**src/rtl/reflet_bus_arbiter.sv**
```systemverilog
// Round-robin time-slice arbiter sharing one system bus between two reflet cores.
// The non-owning core is frozen through its enable input, and every change of
// ownership passes through one dead turnaround cycle with the bus held quiet.
module reflet_bus_arbiter #(
    parameter int wordsize  = 16,
    parameter int slice_len = 4
) (
    input  logic                clk,
    input  logic                reset,
    input  logic                m0_req,
    input  logic                m0_lock,
    input  logic [wordsize-1:0] m0_addr,
    input  logic [wordsize-1:0] m0_data_out,
    input  logic                m0_write_en,
    output logic                m0_enable,
    input  logic                m1_req,
    input  logic                m1_lock,
    input  logic [wordsize-1:0] m1_addr,
    input  logic [wordsize-1:0] m1_data_out,
    input  logic                m1_write_en,
    output logic                m1_enable,
    output logic [wordsize-1:0] m_data_in,
    output logic [wordsize-1:0] bus_addr,
    output logic [wordsize-1:0] bus_data_out,
    output logic                bus_write_en,
    input  logic [wordsize-1:0] bus_data_in,
    output logic [1:0]          grant
);

    typedef enum logic [1:0] {IDLE, OWN0, OWN1, TURN} state_t;

    // Last counter value of a slice, compared as an 8-bit unsigned quantity.
    localparam logic [7:0] SLICE_END = 8'(slice_len - 1);

    state_t     state_q, state_d;
    logic       last_q, last_d;
    logic [7:0] cnt_q, cnt_d;
    logic       next_q, next_d;

    // Owner-relative views of the request/lock inputs while in an OWN state.
    logic own_is1;
    logic req_own, req_oth, lock_own;
    logic req_next, req_other_next;

    assign own_is1        = (state_q == OWN1);
    assign req_own        = own_is1 ? m1_req  : m0_req;
    assign req_oth        = own_is1 ? m0_req  : m1_req;
    assign lock_own       = own_is1 ? m1_lock : m0_lock;
    assign req_next       = next_q  ? m1_req  : m0_req;
    assign req_other_next = next_q  ? m0_req  : m1_req;

    // Read data is broadcast to both cores without arbitration.
    assign m_data_in = bus_data_in;

    // Arbitration state register with synchronous reset.
    always_ff @(posedge clk) begin
        if (reset) begin
            state_q <= IDLE;
            last_q  <= 1'b1;
            cnt_q   <= 8'd0;
            next_q  <= 1'b0;
        end else begin
            state_q <= state_d;
            last_q  <= last_d;
            cnt_q   <= cnt_d;
            next_q  <= next_d;
        end
    end

    // Next-state logic: request pickup, slice accounting, release and preemption.
    always_comb begin
        state_d = state_q;
        last_d  = last_q;
        cnt_d   = cnt_q;
        next_d  = next_q;
        case (state_q)
            IDLE: begin
                cnt_d = 8'd0;
                if (m0_req && m1_req) begin
                    state_d = last_q ? OWN0 : OWN1;
                end else if (m0_req) begin
                    state_d = OWN0;
                end else if (m1_req) begin
                    state_d = OWN1;
                end
            end
            OWN0, OWN1: begin
                cnt_d = 8'(cnt_q + 8'd1);
                if (!req_own) begin
                    // Voluntary release outranks any slice-end decision.
                    last_d = own_is1;
                    cnt_d  = 8'd0;
                    if (req_oth) begin
                        state_d = TURN;
                        next_d  = ~own_is1;
                    end else begin
                        state_d = IDLE;
                    end
                end else if (cnt_q == SLICE_END) begin
                    cnt_d = 8'd0;
                    if (req_oth && !lock_own) begin
                        state_d = TURN;
                        next_d  = ~own_is1;
                        last_d  = own_is1;
                    end
                end
            end
            TURN: begin
                cnt_d = 8'd0;
                if (req_next) begin
                    state_d = next_q ? OWN1 : OWN0;
                end else if (req_other_next) begin
                    state_d = next_q ? OWN0 : OWN1;
                end else begin
                    state_d = IDLE;
                end
            end
            default: state_d = IDLE;
        endcase
    end

    // Output decode: the owner is passed straight through, everything else is quiet.
    always_comb begin
        m0_enable    = 1'b0;
        m1_enable    = 1'b0;
        grant        = 2'b00;
        bus_addr     = '0;
        bus_data_out = '0;
        bus_write_en = 1'b0;
        case (state_q)
            OWN0: begin
                m0_enable    = 1'b1;
                grant        = 2'b01;
                bus_addr     = m0_addr;
                bus_data_out = m0_data_out;
                bus_write_en = m0_write_en;
            end
            OWN1: begin
                m1_enable    = 1'b1;
                grant        = 2'b10;
                bus_addr     = m1_addr;
                bus_data_out = m1_data_out;
                bus_write_en = m1_write_en;
            end
            default: ;
        endcase
    end

endmodule
```
**config.mk**
```make
export PLATFORM = sky130hd
export DESIGN_NAME = reflet_bus_arbiter
export DESIGN_NICKNAME = d
export VERILOG_FILES = /design/src/rtl/reflet_bus_arbiter.sv
export SDC_FILE = /design/constraint.sdc
export NUM_CORES = 1
export LEC_CHECK = 0
export BUFFER_PORTS_ARGS = -buffer_cell sky130_fd_sc_hd__buf_2
export CORE_MARGIN = 2
export CORE_UTILIZATION = 38
export CTS_CLUSTER_DIAMETER = 50
export DETAILED_ROUTE_END_ITERATION = 12
export PLACE_DENSITY = 0.87
export SLEW_MARGIN = 20
export SYNTH_ARGS = -nofsm -noshare
export SYNTH_HDL_FRONTEND = slang
export SYNTH_SLANG_ARGS = --single-unit
```
**constraint.sdc**
```tcl
create_clock -name clk -period 3.75 [get_ports clk]
set_input_delay 0.375 -clock clk [delete_from_list [all_inputs] [get_ports clk]]
set_output_delay 0.375 -clock clk [all_outputs]
set_load 0.01 [all_outputs]
```
==> flow_summary_export.csv <==
group,metric,value,unit
status,status,"finished clean",
sta,fin_crit_sh,64.8,%
sta,finClkSkew,0.00248,ns
clock_tree,clk_latency,0.27,ns
die,io_pins,141,
worst_setup_path,crit_fanout,39,
route,drt.antenna.violating_nets,0,
layout,area_growth,33.8,%
route,drt_first_iter_violations,47,
worst_setup_path,critical_path_class,"register to output port",
worst_setup_path,critical_path.cell_chain,"inv_1 > ha_1 > nor2b_1 > buf_2",
worst_setup_path,slowest_stage,"ha_1",
clock_tree,cts_buffers,3,
worst_setup_path,required,3.38,ns
flow_run,max_cap_viol_count,0,
sta,fin_crit,2.43,ns
min_path,hp-class,"primary input to register",
layout,final_common_cell,"buf_2",
global_route,grt_pass1_wl,5790,microns
global_route,grt_usage,17.4,%
worst_setup_path,crit_path_max_incr_delay,0.88,ns
layout,drive_gt1_share,45.3,%
route,drc_errors,0,
worst_setup_path,path_buf_inv,2,
route,wirelength,3790,microns
sta,rsz0062_at_grt,"no",
die,rows,21,
die,die_w,63.2,microns
route,num_vias,1476,
worst_setup_path,path_delay_family,"adder cells",
sta,setup_violations,0,
clock_tree,cts_sinks,12,
yosys,syn_avg_cell_area,7.70,sq um
sta,hold_viol_final,0,
layout,mostFrequentLayoutCells,"108 x buf_2, 33 x a22oi_1, 33 x nor2b_1, 13 x nor2_1, 12 x dfxtp_1",
layout,antennaDiodeCount,0,
pwr,ir_drop,0.611,mV
route,dr.pass1.iters,4,
clock_tree,cts_tree,"done",
sta,max_freq,412,MHz
clock_tree,hold_buffers,0,
yosys,ys_seq_elements,12,
die,dieArea,3990,sq um
worst_setup_path,crit_path_start_kind,"register",
worst_setup_path,worst_ep_arrival_time,2.05,ns
clock_tree,cts_root_buffer,"clkbuf_4",
sta,maxSlewHeadroom,41.1,%
placed_design,placed_area,1760,sq um
global_route,grt.overflow.total,0,
global_route,grt_pass1_vias,1356,
layout,fin_area,1780,sq um
die,start_util,39.6,%
sta,setup_tns,0,ns
pwr,leakage,0.850,nW
clock_tree,htreeDepth,1,
placed_design,gp_congestion,0.755,
pwr,power.density,641,nW/um^2
route,viasPerCell,4.89,
placed_design,numPortBuffers,108,
yosys,netlist_area,1330,sq um
yosys,ys_seq_area_share,18.0,%
die,core-area,3360,sq um
global_route,grt_start_max_net_pins,40,
clock_tree,cts_setup_buffers,0,
yosys,synthesis.instances,173,
clock_tree,ctsResizeCount,0,
sta,drv_slew,0,
yosys,ys_types,32,
die,die_h,63.2,microns
yosys,syn_nets,269,
clock_tree,clk_pin_slew,0.07,ns
global_route,antenna_found_initial,0,
layout,final_nets,354,
yosys,yosys_warnings,0,
worst_setup_path,cp-end-kind,"output port",
clock_tree,cts_buffer_depth,2,
route,wl_per_cell,12.5,microns
sta,worst_pin_slew,0.884,ns
placed_design,detailed_place_hpwl,2970,microns
## state kept, by name (all words and copies together), names as in the netlist
signal,cells
cnt_q,8
state_q,2
last_q,1
next_q,1
## layout make-up
class,instances,area (sq um)
clock buffer,3,22.5
fill,345,1580
inverter,4,15.0
multi-input combinational,128,898
sequential,12,240
tap,46,57.6
timing repair buffer,109,548
## worst paths after layout
kind	startpoint	to	slack [ns]	depth (start not counted)
worst max-delay path	state_q[1]	bus_addr[13]	1.32	4
worst min-delay path	reset	next_q	0.34	2
worst max register to register	state_q[1]	next_q	1.49	5
worst min register to register	cnt_q[0]	cnt_q[0]	0.45	1
## metrics by stage
step / worst slack, ns / total power, W / cells / util (%) / hold WS, ns
global route: 1.11 / 0.00125 / 302 / 53.0 / 0.340
detailed placement: 1.48 / 0.00107 / 299 / 52.2 / 0.441
finish: 1.32 / 0.00114 / 302 / 53.0 / 0.341
CTS: 1.19 / 0.00115 / 302 / 52.9 / 0.332
floorplan: 1.85 / 0.000853 / 173 / - / 0.418
global placement: 1.53 / 0.00105 / 299 / 52.2 / 0.429
## Yosys cell counts
library cell,number,share of area (%)
a211oi_1,1,0.56
a21bo_1,1,0.75
a21oi_1,7,2.6
a22oi_1,33,19
a32o_2,1,0.85
and3_1,1,0.47
and3b_1,1,0.66
buf_4,17,9.6
buf_6,1,0.85
clkbuf_1,11,3.1
dfxtp_1,12,18
ha_1,8,7.5
inv_1,4,1.1
mux2_1,1,0.85
mux2i_1,1,0.75
nand2_1,5,1.4
nand2b_1,1,0.47
nand3_1,3,1.1
nand3b_1,1,0.56
nor2_1,13,3.7
nor2b_1,33,16
nor3_1,2,0.75
nor3_2,1,0.75
nor3b_1,1,0.56
nor4b_4,1,1.8
o211ai_1,2,1.1
o21ai_1,1,0.38
o21bai_1,1,0.56
o31ai_1,1,0.56
or3_1,1,0.47
xnor2_1,4,2.6
xor2_1,2,1.3
## metal layers
metal | vias to the layer above | track usage, % | share of wire (%)
met2 | 57 | 30.6 | 48
met3 | 7 | 4.82 | 9.5
li1 | 757 | - | -
met1 | 655 | 20.0 | 41
met4 | 0 | 6.79 | 1.5
met5 | - | 0 | 0
## power by group
group / total [W] / internal [W] / switching [W]
clock: 0.0000762 / 0.0000372 / 0.0000391
combinational: 0.000896 / 0.000412 / 0.000484
sequential: 0.000169 / 0.000150 / 0.0000194
## cell families (layout without fill, tap and decap cells)
group / count (synthesis) / in the layout / share of synthesized area, %
adders and majority gates: 8 / 8 / 7.52
AOI/OAI and AO/OA: 48 / 48 / 26.0
muxes: 2 / 2 / 1.60
buffers and inverters: 33 / 116 / 14.7
xor gates and xnor gates: 6 / 6 / 3.95
DFF: 12 / 12 / 18.0
and+or+nand+nor: 64 / 64 / 28.2
## worst register-to-register path, cell delays in order (launching register included)
cell and delay [ns]:
dfxtp_1 0.40, inv_1 0.12, ha_1 0.88, a21bo_1 0.34, or3_1 0.35, a21oi_1 0.12
Note: power is estimated with default switching activity, not from simulation.
